<file path="config.mk">
export PLATFORM = sky130hd
export DESIGN_NAME = uart_tx_flat
export DESIGN_NICKNAME = d
export VERILOG_FILES = /design/src/rtl/uart_tx_if.sv /design/src/rtl/uart_tx.sv /design/src/flat_wrapper.sv
export SDC_FILE = /design/constraint.sdc
export NUM_CORES = 1
export LEC_CHECK = 0
export ABC_AREA = 1
export BUFFER_PORTS_ARGS = -buffer_cell sky130_fd_sc_hd__buf_2
export CAP_MARGIN = 15
export CORE_MARGIN = 10
export CORE_UTILIZATION = 53
export CTS_BUF_LIST = sky130_fd_sc_hd__clkbuf_8
export DETAILED_ROUTE_END_ITERATION = 12
export PLACE_DENSITY = 0.77
export SLEW_MARGIN = 20
export SYNTH_ARGS = -nofsm -noshare
export SYNTH_HDL_FRONTEND = slang
export SYNTH_SLANG_ARGS = --single-unit
</file>
<file path="constraint.sdc">
create_clock -name clk -period 1.4 [get_ports clk]
set_clock_uncertainty 0.15 [all_clocks]
set_input_delay 0.28 -clock clk [delete_from_list [all_inputs] [get_ports clk]]
set_output_delay 0.28 -clock clk [all_outputs]
set_load 0.01 [all_outputs]
</file>
<file path="src/rtl/uart_tx_if.sv">
// UART transmitter bundle: tick/request/data in, serial line and frame-done out.
interface uart_tx_if;
    logic       s_tick;
    logic       tx_start;
    logic [7:0] din;
    logic       tx_done_tick;
    logic       tx;

    // Master drives the transmitter (baud generator + byte source).
    modport master (
        output s_tick,
        output tx_start,
        output din,
        input  tx_done_tick,
        input  tx
    );

    // Slave is the transmitter itself.
    modport slave (
        input  s_tick,
        input  tx_start,
        input  din,
        output tx_done_tick,
        output tx
    );
endinterface

</file>
<file path="src/rtl/uart_tx.sv">
// UART transmitter: start bit, DBIT data bits LSB first, SB_TICK/16 stop bits,
// timed by a 16x oversampling tick.
module uart_tx #(
    parameter int unsigned DBIT    = 8,
    parameter int unsigned SB_TICK = 16
) (
    input  logic       clk,
    input  logic       reset,
    uart_tx_if.slave   tx_if
);

    // Tick counter must hold SB_TICK-1 for long stop bits.
    localparam int unsigned SW = (SB_TICK > 16) ? $clog2(SB_TICK) : 4;
    localparam logic [SW-1:0] SBitLast  = SW'(15);
    localparam logic [SW-1:0] SStopLast = SW'(SB_TICK - 1);
    localparam logic [2:0]    NLast     = 3'(DBIT - 1);

    typedef enum logic [1:0] {StIdle, StStart, StData, StStop} state_e;

    state_e            state_q, state_d;
    logic [SW-1:0]     s_q, s_d;
    logic [2:0]        n_q, n_d;
    logic [DBIT-1:0]   b_q, b_d;
    logic              tx_q, tx_d;
    logic              done;

    // State register with synchronous reset; reset aborts any frame in flight.
    always_ff @(posedge clk) begin
        if (reset) begin
            state_q <= StIdle;
            s_q     <= '0;
            n_q     <= '0;
            b_q     <= '0;
            tx_q    <= 1'b1;
        end else begin
            state_q <= state_d;
            s_q     <= s_d;
            n_q     <= n_d;
            b_q     <= b_d;
            tx_q    <= tx_d;
        end
    end

    // Next-state and frame-done decode; everything holds when s_tick is low.
    always_comb begin
        state_d = state_q;
        s_d     = s_q;
        n_d     = n_q;
        b_d     = b_q;
        tx_d    = tx_q;
        done    = 1'b0;
        case (state_q)
            StIdle: begin
                tx_d = 1'b1;
                if (tx_if.tx_start) begin
                    // A tick in the accepting cycle is deliberately not counted.
                    state_d = StStart;
                    s_d     = '0;
                    b_d     = tx_if.din[DBIT-1:0];
                    tx_d    = 1'b0;
                end
            end
            StStart: begin
                if (tx_if.s_tick) begin
                    if (s_q == SBitLast) begin
                        state_d = StData;
                        s_d     = '0;
                        n_d     = '0;
                        tx_d    = b_q[0];
                    end else begin
                        s_d = s_q + SW'(1);
                    end
                end
            end
            StData: begin
                if (tx_if.s_tick) begin
                    if (s_q == SBitLast) begin
                        s_d = '0;
                        b_d = b_q >> 1;
                        if (n_q == NLast) begin
                            state_d = StStop;
                            tx_d    = 1'b1;
                        end else begin
                            n_d  = n_q + 3'd1;
                            tx_d = b_q[1];
                        end
                    end else begin
                        s_d = s_q + SW'(1);
                    end
                end
            end
            StStop: begin
                if (tx_if.s_tick) begin
                    if (s_q == SStopLast) begin
                        state_d = StIdle;
                        s_d     = '0;
                        done    = 1'b1;
                    end else begin
                        s_d = s_q + SW'(1);
                    end
                end
            end
            default: state_d = StIdle;
        endcase
    end

    assign tx_if.tx           = tx_q;
    assign tx_if.tx_done_tick = done;

endmodule
</file>
<file path="src/flat_wrapper.sv">
// flat-port wrapper written by rule: the top's interface ports become plain ports
module uart_tx_flat 
#(
    parameter int unsigned DBIT    = 8,
    parameter int unsigned SB_TICK = 16
)
  (clk, reset, tx_if_s_tick, tx_if_tx_start, tx_if_din, tx_if_tx_done_tick, tx_if_tx);
  uart_tx_if tx_if_i ();
  input  logic clk;
  input  logic reset;
  input wire logic [$bits(tx_if_i.s_tick)-1:0] tx_if_s_tick;
  input wire logic [$bits(tx_if_i.tx_start)-1:0] tx_if_tx_start;
  input wire logic [$bits(tx_if_i.din)-1:0] tx_if_din;
  output wire logic [$bits(tx_if_i.tx_done_tick)-1:0] tx_if_tx_done_tick;
  output wire logic [$bits(tx_if_i.tx)-1:0] tx_if_tx;
  assign tx_if_i.s_tick = tx_if_s_tick;
  assign tx_if_i.tx_start = tx_if_tx_start;
  assign tx_if_i.din = tx_if_din;
  assign tx_if_tx_done_tick = tx_if_i.tx_done_tick;
  assign tx_if_tx = tx_if_i.tx;
  uart_tx #(.DBIT(DBIT), .SB_TICK(SB_TICK)) u_core (.clk(clk), .reset(reset), .tx_if(tx_if_i));
endmodule
</file>
## Word-level counts from Yosys, hierarchy flattened

Cells that the tools add are included.

- Add/subtract/negate cells: 2
- Eq/ne operators: 15
- Multiplexer cells: 33
- Reduce and logical (&&, ||, !) cells: 10

Operators with widths:

| operator | count |
|---|---|
| 8-bit two-way mux | 3 |
| 2-bit two-way mux | 8 |
| 8-bit one-hot mux with 2 select lines | 1 |
| 3-bit two-way mux | 5 |
| 4-bit two-way mux | 3 |
| 2-bit by 1-bit != test with 1-bit output (second input constant) | 5 |
| 2-bit != test (second input constant) | 5 |
| 1-bit two-way mux | 9 |
| 2-bit one-hot mux with 4 select lines | 1 |
| 4-bit one-hot mux with 2 select lines | 1 |
| 8-bit AND reduction | 1 |
| 3-bit one-hot mux with 2 select lines | 1 |
| 6-bit AND reduction | 1 |
| 5-bit AND reduction | 1 |
| 4-bit by 1-bit adder with 4-bit output (second input constant) | 1 |
| 2-bit == test (second input constant) | 2 |
| 4-bit == test (second input constant) | 1 |
| 4-bit AND reduction | 1 |
| 2-bit nonzero test | 2 |
| 3-bit by 1-bit adder with 3-bit output (second input constant) | 1 |
| 3-bit == test (second input constant) | 1 |
| 1-bit one-hot mux with 3 select lines | 1 |
| 3-bit nonzero test | 1 |
| 3-bit OR reduction | 1 |
| 3 further kinds | 3 |

- Flip-flop bits (word level): 18
- Input port bits: 12
- Output and inout bits: 2
- Logic and storage cells: 65

## Longest topological paths before layout

Gate-level depths: netlist of the first run.

- Depth after elaboration: 5
- Depth in mapped cells: 9
- Mapped depth without buffers: 9

## Least setup slack after synthesis of the first run

OpenSTA, ideal clock, no wires.

- Path kind: reg2reg
- Start point: register u_core.state_q[0]
- End point: register u_core.tx_q, in the netlist u_core.tx_if.tx
- Setup time: 0.133 ns
- Arrival time: 1.286 ns
- Required time: 1.117 ns
- Path slack: -0.169 ns
- Stages on the path, launching flop included: 9
- Buffers on the path: 0
- Clock period less this slack: 1.569 ns
- Cells stage by stage: dfxtp_1 -> inv_1 -> ha_1 -> inv_2 -> nand2_1 -> nand2_1 -> nand2_1 -> o21ai_0 -> nand3_1

- Longest elaborated chain between the ends: 3
- Elaborated cells between the ends (all ways): 10
- Classes of those cells: eq/ne (6); mux (1); reduce/logical (3)

Ends and longest elaborated chain:

| item | line | text |
|---|---|---|
| start: declaration | uart_tx.sv:20 | `state_e state_q, state_d;` |
| start signal: assignment | uart_tx.sv:30 | `state_q <= StIdle;` |
| start signal: assignment | uart_tx.sv:36 | `state_q <= state_d;` |
| 2-bit == test, or another cell as far along | uart_tx.sv:52 | `case (state_q)` |
| 2-bit by 1-bit != test with 1-bit output (no source line), or another cell as far along | -- |  |
| 5-bit AND reduction (no source line) | -- |  |
| end signal: assignment | uart_tx.sv:40 | `tx_q <= tx_d;` |
| end: declaration | uart_tx.sv:24 | `logic tx_q, tx_d;` |

Several ways; a longest one is shown, not always the timed one.
A chain may end at the register's enable or synchronous reset.

## Worst setup path in the final report of the first run

- Start point: register u_core.state_q[1]
- End point: register u_core.b_q[1]

- Longest elaborated chain between the ends: 3
- Elaborated cells between the ends (all ways): 8
- Classes of those cells: eq/ne (4); mux (1); reduce/logical (3)

Ends and longest elaborated chain:

| item | line | text |
|---|---|---|
| 2-bit == test or 2-bit zero test (tied branches) | uart_tx.sv:52 |  |
| 2-bit by 1-bit != test with 1-bit output (no source line), or another cell as far along | -- |  |
| 4-bit AND reduction (no source line) | -- |  |
| end signal: assignment | uart_tx.sv:33 | `b_q <= '0;` |
| end signal: assignment | uart_tx.sv:39 | `b_q <= b_d;` |
| end: declaration | uart_tx.sv:23 | `logic [DBIT-1:0] b_q, b_d;` |

Several ways; a longest one is shown, not always the timed one.

==> metrics.csv, run 1 <==
stage;metric;value;unit
status;status;finished with violations;
status;violations;setup timing;
critical_path;cp.depth;9;
placed_design;globalplace.congestion;0.940;
sta;finalCritPeriodShare;1.15;
critical_path;crit_family;simple AND/OR/NAND/NOR gates;
drt;wl;3740;um
final_layout;ff_latch_area;372;um^2
sta;setup_violations;19;
critical_path;start_kind;register;
critical_path;reg2regPathDepth;9;
synthesis;ys.warnings.count;0;
drt;drt-wirelength-per-cell;16.1;um
placed_design;dpl_cell_area;1360;um^2
critical_path;cp.buffers_inverters;2;
placed_design;numPortBuffers;13;
sta;rsz0062_at_grt;yes;
power_and_ir_drop;power_density;2530;nW/um^2
critical_path;path_class;reg -> reg;
clock_tree;cts_buffers;3;
critical_path;critical_path_required;1.44;ns
critical_path;crit_top_cell;nand2_4;
clock_tree;cts_buffer_depth;2;
sta;whs;0.127;ns
critical_path;crit_path_end_kind;register;
synthesis;yosysTopAreaCellShare;0.324;
synthesis;syn-cell-area;1110;um^2
sta;report.final.slew_viol_count;0;
synthesis;synth_area_leaders;dfxtp_1, nand2_1, ha_1, nor2_1, nand3_1;
power_and_ir_drop;ir_worst_vdd;1.79;mV
grt;grt.total_usage;0.170;
clock_tree;cts_tree;built;
power_and_ir_drop;leakagePower;0.765;nW
final_layout;syn2layout_area_growth;52.9;%
grt;grt_pass1_wl;5910;um
final_layout;diodes;0;
synthesis;synth_common_cells;nand2_1, nor2_1, dfxtp_1, nand3_1, inv_1;
critical_path;cp_data_arrival_time;1.65;ns
synthesis;yosys_most_used_dff;dfxtp_1;
floorplan;dieArea;4330;um^2
synthesis;ys_types;18;
synthesis;synth_top_cell_by_area;dfxtp_1;
final_layout;layout-drive-gt1-share;0.483;
sta;hold_violations;0;
grt;grt_max_degree;15;
critical_path;crit_chain;inv_6 > ha_4 > nand2_4 > nand2_4 > nor2_4 > nand2_4 > clkinv_4 > nor2_2 > nor2_1;
synthesis;synth_edf_count;0;
sta;finalWorstSetupSlack;-0.207;ns
grt;grt_pass1_vias;1288;
run;maxCapViolCount;0;
worst_hold_path;holdPathStages;2;
clock_tree;path_clk_slew;0.08;ns
drt;via_per_inst;5.53;
drt;drc;0;
synthesis;synth.most_common_cell;nand2_1;
critical_path;cpMaxStageDelayCell;dfxtp_4;
synthesis;postSynthNetCount;190;
floorplan;core_area;1980;um^2
synthesis;synth_cells;168;
clock_tree;insertion_delay;0.26;ns
floorplan;die_y;65.8;um
critical_path;crit_fanout;8;
clock_tree;cts_hold_buf;0;
drt;num_vias;1283;
sta;slew_headroom;0.715;
grt;grt-ovfl-total;0;
sta;max_freq;622;MHz
drt;drt_iter0_markers;98;
critical_path;slowest_delay;0.44;ns
synthesis;ys_seq_elements;18;
grt;antenna_found_initial;0;
floorplan;rows;16;
floorplan;dieWidth;65.8;um
final_layout;multi_input_area;912;um^2
drt;ant_nets;0;
final_layout;fill_cells;99;
clock_tree;cts-root-buf;clkbuf_8;
final_layout;design_area;1700;um^2
final_layout;nets;228;
power_and_ir_drop;power;4.31;mW
sta;worstMarginPinSlew;0.427;ns
placed_design;dp_hpwl;2160;um
floorplan;start_util;0.561;
synthesis;syn_avg_cell_area;6.62;um^2
synthesis;async_flop_share;0;
floorplan;io_pins;14;
worst_hold_path;hp-class;in -> reg;
sta;layout_min_cycle_time;1.61;ns
clock_tree;cts_sinks;18;
synthesis;ys_seq_area_frac;0.324;
drt;firstDrtPassIters;4;
placed_design;dp_worst_setup_slack;-0.176;ns
clock_tree;htree_num_levels;1;
-- cell usage in the layout (no fill, tap or decap) --
cell type / instances
dfxtp_1: 13
a21boi_1: 2
inv_2: 6
ha_2: 4
inv_4: 1
buf_4: 19
nand2_4: 7
ha_4: 6
nor2_1: 22
nand2_2: 6
clkbuf_8: 4
buf_6: 2
nand3_4: 2
a21oi_2: 6
a21boi_2: 1
clkinv_4: 1
dfxtp_4: 2
buf_2: 13
a21boi_0: 3
nand2_1: 37
o21ai_1: 3
o21ai_2: 2
inv_6: 2
xor2_1: 1
nor2_4: 1
nand3_1: 16
dfxtp_2: 3
a21oi_1: 2
xnor2_1: 1
nor2_2: 8
nand3_2: 1
buf_12: 1
inv_1: 6
o21ai_4: 1
-- final cells by class --
cell class                 count  area share
multi-input combinational    132       0.536
timing repair buffer          35       0.147
inverter                      16      0.0456
clock buffer                   4      0.0324
sequential                    18       0.219
tap                           27      0.0199
-- kinds of logic after synthesis --
kind of cell / count (synthesis) / share of synthesized area
simple gates: 100 / 0.379
compound gates: 20 / 0.103
buf+inv: 18 / 0.0652
flops: 18 / 0.324
fa+ha+maj: 10 / 0.112
xor+xnor: 2 / 0.0158
-- path summary, 6_finish.rpt --
| check | from | end | slack (ns) |
|---|---|---|---|
| worst max-delay path | u_core.state_q[1] | u_core.b_q[1] | -0.21 |
| worst min register to register | u_core.b_q[7] | u_core.b_q[7] | 0.33 |
| worst max register to register | u_core.state_q[1] | u_core.b_q[1] | -0.21 |
| worst min-delay path | reset | u_core.b_q[7] | 0.13 |
-- flip-flops by register name, summed over array words and instances, names as in the netlist --
register	cells
u_core.tx_if.tx	1
u_core.state_q	2
u_core.s_q	4
u_core.n_q	3
u_core.b_q	8
-- routing by layer --
metal  vias to the layer above  part of all wire  global-route usage
met1                       582              0.40               0.185
met3                        20             0.067              0.0458
met2                        68              0.49               0.293
met5                         -                 0                   0
li1                        613                 -                   -
met4                         0             0.046              0.0829
-- metrics by stage --
stage | instances | TNS (ns) | util
after floorplan | 168 | -0.166 | -
after global placement | 223 | -1.32 | 0.685
after detailed placement | 223 | -2.00 | 0.685
after CTS | 231 | -1.63 | 0.814
after global routing | 232 | -3.98 | 0.858
final | 232 | -2.66 | 0.858
-- power by group --
group	internal [mW]	total (mW)	switching, mW
clock network	0.250	0.437	0.188
logic	1.25	2.97	1.72
registers	0.725	0.904	0.179
total	2.22	4.31	2.09
-- what timing repair did --
item                       4_1_cts  5_1_grt
resized for setup               46       28
buffers inserted                 4        1
pin swaps                       22       13
setup endpoints to repair       19       19
Note: power is estimated with default switching activity, not from simulation.
==> inputs of run 2 (changes only) <==
--- a/config.mk
+++ b/config.mk
@@ -8,12 +8,13 @@
 export ABC_AREA = 1
 export BUFFER_PORTS_ARGS = -buffer_cell sky130_fd_sc_hd__buf_2
 export CAP_MARGIN = 15
+export CORE_ASPECT_RATIO = 1.2
 export CORE_MARGIN = 10
 export CORE_UTILIZATION = 53
 export CTS_BUF_LIST = sky130_fd_sc_hd__clkbuf_8
 export DETAILED_ROUTE_END_ITERATION = 12
 export PLACE_DENSITY = 0.77
-export SLEW_MARGIN = 20
+export SLEW_MARGIN = 0
 export SYNTH_ARGS = -nofsm -noshare
 export SYNTH_HDL_FRONTEND = slang
 export SYNTH_SLANG_ARGS = --single-unit
==> run 2 against run 1 <==
Effect of this change: the flow still finishes with violations (setup timing); global-route usage shrank 2.3 points; first-iteration DRC count down 50%; non-clock buffer count fell by 1; critical path depth down 4; sequential share of layout area grew 1.9 points; power fell by 15%; clock-buffer cell count stayed put; wire length fell by 19%; critical endpoint is now tx_if_tx_done_tick.
==> metrics.csv, run 2 (synthesis gave the netlist of run 1 again) <==
stage;metric;value;unit
grt;grt_pass1_vias;1226;
grt;antenna_found_initial;0;
final_layout;layout_common_cells;nand2_1, nor2_1, buf_4;
power_and_ir_drop;power;3.67;mW
worst_hold_path;hp-class;in -> reg;
final_layout;diodes;0;
placed_design;globalplace.congestion;0.865;
drt;ant_nets;0;
final_layout;syn2layout_area_growth;39.8;%
grt;grt_use_met1;0.153;
sta;layout_min_cycle_time;1.67;ns
drt;num_vias;1184;
grt;grt_util_met2;0.262;
floorplan;rows;18;
clock_tree;cts_buffers;3;
power_and_ir_drop;clkPwrFrac;0.120;
run;maxCapViolCount;0;
clock_tree;cts_sinks;18;
final_layout;top_regs;u_core.b_q x8, u_core.s_q x4, u_core.n_q x3;
floorplan;dieWidth;61.8;um
status;status;finished with violations;
power_and_ir_drop;p_seq_frac;0.227;
clock_tree;cts_tree;built;
sta;max_freq;600;MHz
grt;groute.layer.met3.usage;0.0325;
grt;top_usage_layer;met2;
clock_tree;insertion_delay;0.26;ns
sta;slew_headroom;0.716;
final_layout;fin_util;0.767;
sta;hold_violations;0;
clock_tree;cts_hold_buf;0;
final_layout;largest_reg_flops;8;
drt;drt_iter0_markers;49;
power_and_ir_drop;switching_share;0.467;
placed_design;numPortBuffers;13;
critical_path;cp_data_arrival_time;1.24;ns
sta;finalCritPeriodShare;1.19;
final_layout;ff_latch_area;369;um^2
drt;via_per_inst;5.29;
status;violations;setup timing;
drt;wl;3030;um
final_layout;fill_cells;157;
power_and_ir_drop;ir_worst_vdd;1.70;mV
drt;drt-wirelength-per-cell;13.5;um
power_and_ir_drop;internal_power;1.96;mW
sta;worstMarginPinSlew;0.426;ns
critical_path;critical_path_required;0.97;ns
clock_tree;cts_buffer_depth;2;
critical_path;crit_fanout;4;
grt;grt-ovfl-total;0;
sta;report.final.slew_viol_count;0;
placed_design;dp_hpwl;2080;um
sta;finalWorstSetupSlack;-0.267;ns
power_and_ir_drop;combPwrFrac;0.653;
grt;grt_max_degree;15;
clock_tree;htree_num_levels;1;
power_and_ir_drop;power_density;2360;nW/um^2
grt;grt_pass1_wl;5020;um
floorplan;core_area;2030;um^2
power_and_ir_drop;power_switching;1.71;mW
clock_tree;cts-root-buf;clkbuf_8;
power_and_ir_drop;leakagePower;0.742;nW
floorplan;io_pins;14;
sta;setup_violations;18;
clock_tree;path_clk_slew;0.07;ns
final_layout;nets;227;
floorplan;dieArea;4340;um^2
sta;rsz0062_at_grt;yes;
critical_path;crit_path_end_kind;output port;
critical_path;start_kind;register;
grt;grt.total_usage;0.147;
floorplan;start_util;0.549;
floorplan;die_y;70.2;um
final_layout;layout-drive-gt1-share;0.422;
critical_path;path_class;reg -> out;
drt;drc;0;
drt;firstDrtPassIters;4;
final_layout;multi_input_area;812;um^2
final_layout;layout_commonest_cell;nand2_1;
final_layout;top_register;u_core.b_q;
-- run 2: changes by cell type in the layout (fill, tap and decap cells not counted), moves of 2 or more --
cell and delta:
ha_1 +3, nor2_1 +4, nand2_2 +4, nand2_4 -4
inv_6 -2, nor2_2 -4, a21oi_1 +2, ha_4 -4
a21oi_2 -2
-- run 2: final cells by class --
class / instances / share of cell area
Tap cell: 20 / 0.0161
Multi-Input combinational cell: 132 / 0.522
Clock buffer: 4 / 0.0354
Inverter: 16 / 0.0434
Timing Repair Buffer: 34 / 0.146
Sequential cell: 18 / 0.237
-- run 2: through the flow --
stage | std cells | area [um^2] | worst slack (ns) | hold slack, ns | TNS (ns)
5_1_grt | 224 | 1560 | -0.297 | 0.107 | -3.71
4_1_cts | 222 | 1490 | -0.143 | 0.0849 | -1.66
2_1_floorplan | 168 | 1130 | -0.0219 | 0.199 | -0.166
3_5_place_dp | 216 | 1340 | -0.141 | 0.327 | -1.64
6_report | 224 | 1560 | -0.267 | 0.0955 | -1.87
3_3_place_gp | 216 | 1340 | -0.0997 | 0.320 | -1.18
-- run 2: final timing paths --
check / start / endpoint / slack (ns) / cells past startpoint
max: u_core.state_q[1] / tx_if_tx_done_tick / -0.27 / 5
min: reset / u_core.s_q[3] / 0.1 / 2
max reg2reg: u_core.state_q[0] / u_core.b_q[6] / -0.14 / 8
min reg2reg: u_core.tx_if.tx / u_core.tx_if.tx / 0.34 / 2
-- run 2: per-layer routing --
metal	vias to the layer above	routed length [um]
met3	11	153
met5	-	0
met4	0	105
li1	607	-
met1	536	1170
met2	30	1600
-- run 2: critical path: stages, from the launching register on --
cell and delay [ns]:
dfxtp_4 0.38, buf_6 0.11, ha_4 0.13, nand2_2 0.05
nor2_1 0.14, buf_2 0.16
-- run 2: repair_timing --
action,CTS,global route
pin swaps,9,10
buffers inserted,2,2
gates resized for setup,26,21
endpoints found under the hold margin,0,0
endpoints found under the setup margin,19,19
-- run 2: power by group through the flow --
stage | clock network (mW) | registers [mW] | logic, mW
2_1_floorplan | 0 | 0.820 | 1.35
3_3_place_gp | 0 | 0.815 | 1.90
3_5_place_dp | 0 | 0.822 | 1.96
4_1_cts | 0.447 | 0.828 | 2.17
5_1_grt | 0.460 | 0.854 | 2.68
6_report | 0.440 | 0.834 | 2.40
